[config.mk]
export PLATFORM = sky130hd
export DESIGN_NAME = backward_pass_flat
export DESIGN_NICKNAME = d
export VERILOG_FILES = /design/src/rtl/dt_pkg.sv /design/src/rtl/backward_pass_if.sv /design/src/rtl/min4_inc.sv /design/src/rtl/backward_pass.sv /design/src/flat_wrapper.sv
export SDC_FILE = /design/constraint.sdc
export NUM_CORES = 1
export LEC_CHECK = 0
export ABC_AREA = 1
export CAP_MARGIN = 20
export CORE_MARGIN = 1
export CORE_UTILIZATION = 60
export DETAILED_ROUTE_END_ITERATION = 7
export PLACE_DENSITY_LB_ADDON = 0.08
export SLEW_MARGIN = 20
export SYNTH_ARGS = -nofsm -noshare
export SYNTH_HDL_FRONTEND = slang
export SYNTH_SLANG_ARGS = --single-unit
[constraint.sdc]
create_clock -name clk -period 5 [get_ports clk]
set_input_delay 1.25 -clock clk [delete_from_list [all_inputs] [get_ports clk]]
set_output_delay 1.25 -clock clk [all_outputs]
set_load 0.1 [all_outputs]
[src/rtl/dt_pkg.sv]
// rtl/dt_pkg.sv - shared constants and state type for the distance-transform passes
// Purpose: image geometry, scan limits, neighbour offsets and the pass FSM state
//          type, shared by the forward and backward passes.
// Ports:   none (package).
package dt_pkg;

  localparam int W_IMG  = 128;
  localparam int ADDR_W = 14;

  // Interior scan limits: row 126/col 126 down to row 1/col 1.
  localparam logic [ADDR_W-1:0] FIRST_ADDR = 14'd16254;
  localparam logic [ADDR_W-1:0] LAST_ADDR  = 14'd129;

  // Neighbour offsets relative to the center address.
  localparam logic [ADDR_W-1:0] OFF_E  = 14'd1;
  localparam logic [ADDR_W-1:0] OFF_SW = 14'd127;
  localparam logic [ADDR_W-1:0] OFF_S  = 14'd128;
  localparam logic [ADDR_W-1:0] OFF_SE = 14'd129;

  // Step from col 1 of one row to col 126 of the row above.
  localparam logic [ADDR_W-1:0] ROW_WRAP = 14'd3;

  typedef enum logic [3:0] {
    ST_IDLE,
    ST_RD_C,
    ST_CHK,
    ST_RD_E,
    ST_RD_SW,
    ST_RD_S,
    ST_RD_SE,
    ST_CALC,
    ST_WR,
    ST_NEXT,
    ST_DONE
  } dt_state_t;

endpackage

[src/rtl/backward_pass_if.sv]
// rtl/backward_pass_if.sv - result RAM port bundle for the backward pass
// Purpose: groups the result RAM read/write bus.
// Ports:   res_rd/res_wr strobes, res_addr, res_do (write data), res_di (read
//          data, valid one cycle after a read strobe).
//          master: pass engine side; slave: RAM side.
interface backward_pass_if;

  logic                      res_rd;
  logic                      res_wr;
  logic [dt_pkg::ADDR_W-1:0] res_addr;
  logic [7:0]                res_do;
  logic [7:0]                res_di;

  modport master (
    output res_rd,
    output res_wr,
    output res_addr,
    output res_do,
    input  res_di
  );

  modport slave (
    input  res_rd,
    input  res_wr,
    input  res_addr,
    input  res_do,
    output res_di
  );

endinterface

[src/rtl/min4_inc.sv]
// rtl/min4_inc.sv - 4-input unsigned minimum, +1, and compare with the center
// Purpose: result = min(center, min(n0..n3)+1); a 255 minimum never wraps.
// Ports:   center, n0..n3 inputs (8 bit); result output (8 bit). Combinational.
module min4_inc (
  input  logic [7:0] center,
  input  logic [7:0] n0,
  input  logic [7:0] n1,
  input  logic [7:0] n2,
  input  logic [7:0] n3,
  output logic [7:0] result
);

  logic [7:0] m01;
  logic [7:0] m23;
  logic [7:0] m;
  logic [8:0] cand;

  always_comb begin
    m01  = (n1 < n0) ? n1 : n0;
    m23  = (n3 < n2) ? n3 : n2;
    m    = (m23 < m01) ? m23 : m01;
    cand = {1'b0, m} + 9'd1;
    // A carry out means the candidate is 256, which can never beat the center.
    if (cand[8]) begin
      result = center;
    end else if (cand[7:0] < center) begin
      result = cand[7:0];
    end else begin
      result = center;
    end
  end

endmodule

[src/rtl/backward_pass.sv]
// rtl/backward_pass.sv - backward raster pass of the distance-transform engine
// Purpose: after fp_done, scans the RAM interior from bottom-right to top-left
//          and rewrites each foreground pixel with min(C, min(E,SW,S,SE)+1).
// Ports:   clk, reset (async, active high), fp_done (start level, IDLE only),
//          ram (backward_pass_if.master), bp_done (sticky completion).
// Config:  BP_WRITE_SKIP_EN - when defined, unchanged pixels are not written.
module backward_pass
  import dt_pkg::*;
(
  input  logic            clk,
  input  logic            reset,
  input  logic            fp_done,
  backward_pass_if.master ram,
  output logic            bp_done
);

  dt_state_t         state, state_n;
  logic [ADDR_W-1:0] c_addr, c_addr_n;
  logic [ADDR_W-1:0] addr_n;
  logic              rd_n;
  logic              wr_n;
  logic [7:0]        do_n;
  logic [7:0]        center_q, e_q, sw_q, s_q;
  logic [7:0]        result;

  // SE is taken straight off the read bus in CALC.
  min4_inc u_min4_inc (
    .center (center_q),
    .n0     (e_q),
    .n1     (sw_q),
    .n2     (s_q),
    .n3     (ram.res_di),
    .result (result)
  );

  // Outputs are registered: each branch sets the bus values for the state
  // being entered.
  always_comb begin
    state_n  = state;
    c_addr_n = c_addr;
    addr_n   = ram.res_addr;
    rd_n     = 1'b0;
    wr_n     = 1'b0;
    do_n     = ram.res_do;
    case (state)
      ST_IDLE: begin
        if (fp_done) begin
          state_n = ST_RD_C;
          rd_n    = 1'b1;
          addr_n  = c_addr;
        end
      end
      ST_RD_C: state_n = ST_CHK;
      ST_CHK: begin
        if (ram.res_di == 8'd0) begin
          state_n = ST_NEXT;
        end else begin
          state_n = ST_RD_E;
          rd_n    = 1'b1;
          addr_n  = c_addr + OFF_E;
        end
      end
      ST_RD_E: begin
        state_n = ST_RD_SW;
        rd_n    = 1'b1;
        addr_n  = c_addr + OFF_SW;
      end
      ST_RD_SW: begin
        state_n = ST_RD_S;
        rd_n    = 1'b1;
        addr_n  = c_addr + OFF_S;
      end
      ST_RD_S: begin
        state_n = ST_RD_SE;
        rd_n    = 1'b1;
        addr_n  = c_addr + OFF_SE;
      end
      ST_RD_SE: state_n = ST_CALC;
      ST_CALC: begin
        state_n = ST_WR;
        wr_n    = 1'b1;
        addr_n  = c_addr;
        do_n    = result;
`ifdef BP_WRITE_SKIP_EN
        if (result == center_q) begin
          state_n = ST_NEXT;
          wr_n    = 1'b0;
          addr_n  = ram.res_addr;
          do_n    = ram.res_do;
        end
`endif
      end
      ST_WR: state_n = ST_NEXT;
      ST_NEXT: begin
        if (c_addr == LAST_ADDR) begin
          state_n = ST_DONE;
        end else begin
          // Low 7 bits equal to 1 means col 1: jump to col 126 of the row above.
          c_addr_n = (c_addr[6:0] == 7'd1) ? (c_addr - ROW_WRAP) : (c_addr - OFF_E);
          state_n  = ST_RD_C;
          rd_n     = 1'b1;
          addr_n   = c_addr_n;
        end
      end
      ST_DONE: state_n = ST_DONE;
      default: state_n = ST_IDLE;
    endcase
  end

  always_ff @(posedge clk or posedge reset) begin
    if (reset) begin
      state        <= ST_IDLE;
      c_addr       <= FIRST_ADDR;
      ram.res_rd   <= 1'b0;
      ram.res_wr   <= 1'b0;
      ram.res_addr <= FIRST_ADDR;
      ram.res_do   <= 8'd0;
      bp_done      <= 1'b0;
    end else begin
      state        <= state_n;
      c_addr       <= c_addr_n;
      ram.res_rd   <= rd_n;
      ram.res_wr   <= wr_n;
      ram.res_addr <= addr_n;
      ram.res_do   <= do_n;
      // Raised from the DONE state register, so it lags entry into DONE by one cycle.
      bp_done      <= bp_done | (state == ST_DONE);
    end
  end

  // Read data arrives one cycle after its strobe, so each neighbour is
  // captured in the state following the one that presented it.
  always_ff @(posedge clk or posedge reset) begin
    if (reset) begin
      center_q <= 8'd0;
      e_q      <= 8'd0;
      sw_q     <= 8'd0;
      s_q      <= 8'd0;
    end else begin
      case (state)
        ST_CHK:   center_q <= ram.res_di;
        ST_RD_SW: e_q      <= ram.res_di;
        ST_RD_S:  sw_q     <= ram.res_di;
        ST_RD_SE: s_q      <= ram.res_di;
        default:  ;
      endcase
    end
  end

endmodule

[src/flat_wrapper.sv]
// flat-port wrapper written by rule: the top's interface ports become plain ports
module backward_pass_flat import dt_pkg::*;
  (clk, reset, fp_done, bp_done, ram_res_rd, ram_res_wr, ram_res_addr, ram_res_do, ram_res_di);
  backward_pass_if ram_i ();
  input  logic clk;
  input  logic reset;
  input  logic fp_done;
  output logic bp_done;
  output wire logic [$bits(ram_i.res_rd)-1:0] ram_res_rd;
  output wire logic [$bits(ram_i.res_wr)-1:0] ram_res_wr;
  output wire logic [$bits(ram_i.res_addr)-1:0] ram_res_addr;
  output wire logic [$bits(ram_i.res_do)-1:0] ram_res_do;
  input wire logic [$bits(ram_i.res_di)-1:0] ram_res_di;
  assign ram_res_rd = ram_i.res_rd;
  assign ram_res_wr = ram_i.res_wr;
  assign ram_res_addr = ram_i.res_addr;
  assign ram_res_do = ram_i.res_do;
  assign ram_i.res_di = ram_res_di;
  backward_pass u_core (.clk(clk), .reset(reset), .fp_done(fp_done), .ram(ram_i), .bp_done(bp_done));
endmodule
== Yosys cells after proc, flatten, opt, wreduce, memory -nomap -nowiden ==
Cells that the tools add are included.
Widths: inputs -> output; s select.

* Flip-flop bits (word level): 75
* Bits in latches: 0
* Memory bits (writable): 0
* Memory bits (read-only): 0
* Input bits: 11
* Output and inout bits: 25
* Logic and storage cells: 64
* Memories: 0

* $add $sub $neg: 7
* Multiply operators: 0
* Divide/modulo/power cells: 0
* Magnitude comparators: 4
* Eq/ne operators: 15
* Shifts and indexed selects: 0
* Muxes and demuxes: 19
* Bitwise operators: 2
* Reduce and logical (&&, ||, !) cells: 6

{| class="wikitable"
|+ Operators by type and width
! operator !! number
|-
| $pmux 14 s7 || 1
|-
| $mux 14 || 4
|-
| $pmux 4 s11 || 1
|-
| $mux 8 || 5
|-
| $lt 8x8->1 || 4
|-
| $add 14x8->14 const B || 2
|-
| $eq 4x3->1 const B || 4
|-
| $add 14x1->14 const B || 1
|-
| $add 14x7->14 const B || 1
|-
| $eq 14x8->1 const B || 1
|-
| $sub 14x1->14 const B || 1
|-
| $sub 14x2->14 const B || 1
|-
| $eq 4x4->1 const B || 3
|-
| $mux 4 || 3
|-
| $add 8x1->9 const B || 1
|-
| $eq 4x2->1 const B || 2
|-
| $logic_not 8->1 || 1
|-
| $eq 7x1->1 const B || 1
|-
| $reduce_bool 7->1 || 1
|-
| $ne 2x2->1 const B || 3
|-
| $eq 4x1->1 const B || 1
|-
| $logic_not 4->1 || 1
|-
| $mux 1 || 4
|-
| $pmux 1 s4 || 1
|-
| other kinds (5) || 5
|}

== Longest topological paths before layout ==
Gate-level depths: netlist (run 1).

* Depth in word-level cells: 8
* Mapped depth: 37
* Depth with buffers taken out: 35

== Modules after synthesis ==
A second synthesis (run 1) with hierarchy kept.

* Cell total of the unflattened synthesis: 840
* Area total of the unflattened synthesis: 5799.3 sq um

{| class="wikitable"
|+ Modules (own cells, without submodules)
! module !! times used !! cells an instance !! area each (sq um)
|-
| backward_pass || 1 || 565 || 4249.1
|-
| min4_inc || 1 || 275 || 1550.2
|}

== Worst setup path before layout (run 1) ==
No wires, ideal clock.

* Path type: in2reg
* From: input ram_res_di[5]
* To: register u_core.ram.res_do[2]
* Setup time: 120 ps
* Arrival time: 5231 ps
* Path slack: -351 ps
* Stages: 28
* Buffers on the path: 2
* Path through: ha_1 -> a21oi_1 -> nor2_1 -> nor3_2 -> nand2_4 -> clkbuf_1 -> o21ai_0 -> inv_1 -> ha_1 -> nand2_1 -> nor2_1 -> a211oi_1 -> clkbuf_1 -> nand3_1 -> nand2_1 -> inv_1 -> ha_1 -> nand2_1 -> nor2_4 -> xor2_1 -> inv_1 -> ha_1 -> a21oi_1 -> o21ai_0 -> a21oi_4 -> nand3_1 -> nand3_1 -> nand2_1

* Longest elaborated chain between the ends: 8

{| class="wikitable"
|+ Ends and longest elaborated chain
! element !! RTL line !! source
|-
| start: declaration || flat_wrapper.sv:13 || <nowiki>input wire logic [$bits(ram_i.res_di)-1:0] ram_res_di;</nowiki>
|-
| $lt 8x8->1 || min4_inc.sv:20 || <nowiki>m23 = (n3 < n2) ? n3 : n2;</nowiki>
|-
| $mux 8 * || min4_inc.sv:20 ||
|-
| $lt 8x8->1 || min4_inc.sv:21 || <nowiki>m = (m23 < m01) ? m23 : m01;</nowiki>
|-
| $mux 8 * || min4_inc.sv:21 ||
|-
| $add 8x1->9 * || min4_inc.sv:22 || <nowiki>cand = {1'b0, m} + 9'd1;</nowiki>
|-
| $lt 8x8->1 || min4_inc.sv:26 || <nowiki>end else if (cand[7:0] < center) begin</nowiki>
|-
| $mux 8 || min4_inc.sv:26 ||
|-
| $mux 8 * || min4_inc.sv:24 || <nowiki>if (cand[8]) begin</nowiki>
|-
| end signal: assignment || backward_pass.sv:125 || <nowiki>ram.res_do <= do_n;</nowiki>
|-
| end: declaration || backward_pass_if.sv:18 || <nowiki>output res_do,</nowiki>
|}

Every way passes the cells marked *; elsewhere a longest branch is shown, timed or not.
A chain may end at the register's enable or synchronous reset.

== Worst setup path in the final report (run 1) ==
* From: input ram_res_di[7]
* To: register u_core.ram.res_do[2]

The elaborated chain is that of the path after synthesis.

==> impl_metrics.csv, run 1 <==
group,metric,value,unit
grt,grt_pass1_vias,5308,
floorplanning,io_pins,36,
place,routabilityCongestion,0.922,
synth,synth_ff_type,"dfrtp_1",
clocking,max-clock-path-buffers,2,
clocking,cts_max_level,3,
clocking,cts_hold_buf,0,
worst_setup_path,cp-start-kind,"input pin",
floorplanning,initial_core_util,63.4,%
clocking,clk_pin_slew,90,ps
synth,synth_top_area_share,24.0,%
synth,synthArstFlopShare,100,%
worst_setup_path,critPathKind,"in -> reg",
floorplanning,chipWidth,96.1,um
clocking,clk_latency,360,ps
synth,yosysTopAreaCell,"dfrtp_1",
sta,rsz0062_at_grt,"true",
worst_setup_path,cp_common_cell,"nand2_1",
place,port_buffers,35,
flow_run,drv_cap,0,
worst_setup_path,critPathMaxStageDelay,270,ps
floorplanning,core_area,0.00838,mm^2
worst_setup_path,end_kind,"flop",
route,vias,5500,
sta,finClkSkew,9.20,ps
sta,fin_crit_sh,99.9,%
cells_and_area,layout.cells.non_filler,944,
synth,synth_cell_types,44,
worst_setup_path,worstPathRequired,5300,ps
synth,syn_nets,792,
synth,syn_area,0.00532,mm^2
synth,postSynthCellCount,739,
worst_setup_path,rrSetupSlack,160,ps
synth,avgSynthCellArea,7.19,um^2
place,dp_hpwl,10400,um
floorplanning,rows,33,
worst_setup_path,cp_max_fo,8,
cells_and_area,final_layout_size_suffix_gt1_share,24.0,%
sta,finalHoldViolCount,0,
grt,antenna_found_initial,0,
clocking,cts-buffers-inserted,9,
worst_setup_path,r2r_cells,28,
worst_hold_path,hold_class,"reg -> reg",
route,viasPerCell,5.83,
clocking,clkSinkCount,75,
synth,synth_area_leaders,"dfrtp_1 (24%), nand2_1 (15%), dfstp_2 (12%)",
route,final_antenna_net_count,0,
synth,synth_seq_cells,75,
grt,gr-total-overflow,0,
sta,slew_headroom,32.3,%
synth,yosys_warnings,0,
synth,synth_seq_area_share,35.9,%
cells_and_area,antennaDiodeCount,0,
place,placedCellCount,911,
worst_hold_path,whs_path_depth,1,
route,drc,0,
sta,finalSetupViolCount,0,
floorplanning,die_area,0.00924,mm^2
worst_setup_path,worstPathArrival,5300,ps
clocking,root_buffer,"clkbuf_8",
worst_setup_path,cp_slowest_cell,"nor3_2",
grt,grt_max_degree,40,
cells_and_area,fin_nets,887,
status,status,"finished, final reports clean",
route,drt_iter0_markers,391,
cells_and_area,area_growth,30.0,%
synth,synth_edf_count,0,
sta,slew_viol_final,0,
grt,grt_pass1_wl,23800,um
sta,worstMarginPinSlew,1010,ps
route,drt-pass1-iter-count,5,
route,wl_per_cell,16.2,um
route,wl,15300,um
grt,grt_use_total,33.9,%
clocking,cts_tree,"built",
floorplanning,die_y,96.1,um
sta,max_clock_freq,0.200,GHz
sta,period_needed,5000,ps
[worst max-delay path: cells and delay by family]
family | cells | cell delay, ps
buffers and inverters | 5 | 660
AOI/OAI and AO/OA | 5 | 830
and+or+nand+nor | 17 | 1820
adders and majority gates | 3 | 740
[worst paths after layout]
kind | from | end
worst min-delay path | u_core.bp_done$_DFF_PP0_ | u_core.bp_done$_DFF_PP0_
min in group asynchronous | reset | u_core.s_q[4]$_DFFE_PP0P_
max in group asynchronous | reset | u_core.ram.res_addr[9]$_DFFE_PP1P_
worst max-delay path | ram_res_di[7] | u_core.ram.res_do[2]$_DFFE_PP0P_
worst max register to register | u_core.sw_q[5]$_DFFE_PP0P_ | u_core.ram.res_do[2]$_DFFE_PP0P_
worst min register to register | u_core.bp_done$_DFF_PP0_ | u_core.bp_done$_DFF_PP0_
[flip-flops by register name (all words and copies together), names as in the netlist]
| name | count |
|---|---|
| u_core.bp_done | 1 |
| u_core.c_addr | 14 |
| u_core.center_q | 8 |
| u_core.e_q | 8 |
| u_core.ram.res_addr | 14 |
| u_core.ram.res_do | 8 |
| u_core.ram.res_rd | 1 |
| u_core.ram.res_wr | 1 |
| u_core.s_q | 8 |
| u_core.state | 4 |
| u_core.sw_q | 8 |
[cell usage after synthesis, types with 2 or more instances]
cell,instances
nor4_1,5
nor2_2,2
inv_1,106
o22ai_1,2
nand2_4,2
o21ai_0,80
nand3_1,51
a221oi_1,2
nor3_1,7
dfrtp_1,51
nand4_1,4
clkbuf_1,17
dfstp_2,24
nand3b_1,3
o211ai_1,3
a31oi_1,2
or2_2,7
a21oi_1,25
ha_1,40
nor3_2,2
nor2_1,46
o2111ai_1,2
a211oi_1,5
fa_1,2
nand2_1,206
nand2_2,9
xor2_1,17
[kinds of logic after synthesis]
family                   share of synthesized area (%)
XOR/XNOR                                          2.97
AND/OR/NAND/NOR                                   28.0
AO/OA/AOI/OAI                                     13.7
adder cells (fa/ha/maj)                           10.2
flip-flops                                        35.9
buffers and inverters                             9.27
[per-layer routing]
| layer | part of all wire [%] | vias up | wire (um) | track usage [%] |
|---|---|---|---|---|
| met5 | 0 | - | 0 | 0 |
| met4 | 3.9 | 0 | 598 | 17.0 |
| met3 | 5.8 | 71 | 880 | 7.42 |
| met2 | 51 | 249 | 7740 | 59.2 |
| met1 | 40 | 2594 | 6060 | 38.9 |
| li1 | - | 2586 | - | - |
[cells in the final DEF, fill, tap and decap left out, types with 3 or more instances in the layout]
cell | netlist | final
clkbuf_8 | 0 | 9
o21ai_0 | 80 | 74
a211oi_1 | 5 | 4
nand3b_1 | 3 | 3
o21ai_2 | 0 | 5
or2_2 | 7 | 6
a21oi_4 | 1 | 4
nor4_1 | 5 | 5
buf_6 | 1 | 3
inv_2 | 1 | 6
clkbuf_2 | 0 | 3
nand2_4 | 2 | 9
bufinv_16 | 0 | 4
nor2_4 | 1 | 3
ha_4 | 0 | 10
inv_1 | 106 | 100
a21oi_2 | 0 | 5
nor3_1 | 7 | 7
o211ai_1 | 3 | 3
nand4_1 | 4 | 4
a21oi_1 | 25 | 18
dfrtp_1 | 51 | 51
nand2_1 | 206 | 186
nand2_2 | 9 | 22
nand3_1 | 51 | 45
nand3_2 | 0 | 6
xor2_1 | 17 | 16
nor2_2 | 2 | 4
dlymetal6s2s_1 | 0 | 4
clkdlybuf4s50_1 | 0 | 27
ha_1 | 40 | 28
buf_4 | 1 | 62
dfstp_2 | 24 | 24
nor2_1 | 46 | 42
[stage by stage]
stage | TNS (ps) | hold WS (ps) | area (um^2) | worst slack, ps | util, %
global route | -2300 | 494 | 6910 | -307 | 82.4
floorplan | 0 | 465 | 5400 | 1.53 | -
global placement | -4430 | 452 | 6180 | -562 | 73.8
CTS | 0 | 476 | 6650 | 17.5 | 79.3
finish | 0 | 472 | 6910 | 2.74 | 82.4
detailed placement | -5900 | 455 | 6180 | -752 | 73.8
[repair_timing]
action	4_1_cts	5_1_grt
cloned	2	1
resized for setup	32	63
pin swaps	22	41
buffers inserted	9	5
setup endpoints to repair	8	8
[final cells by class]
type,count,area (um^2)
clock buffer,9,124
clock inverter,7,146
fill,557,1470
inverter,108,408
multi-input combinational,539,3320
sequential,75,1910
tap,105,131
timing repair buffer,101,870
Power of run 1 is not shown: default switching activity piles up to over one toggle a cycle in this logic, so the estimate is an artifact.
==> run 2: changes to the inputs <==
- CTS_CLUSTER_DIAMETER: default -> 50
==> results of run 2 <==
Final layout, timing and power as in run 1 (identical DEF).
Power of run 2 is left out for the same reason.
==> run 3: changes to the inputs <==
- CAP_MARGIN: 20 -> default
==> results of run 3 <==
Final layout, timing and power as in run 1 (identical DEF).
Power of run 3 is left out for the same reason.
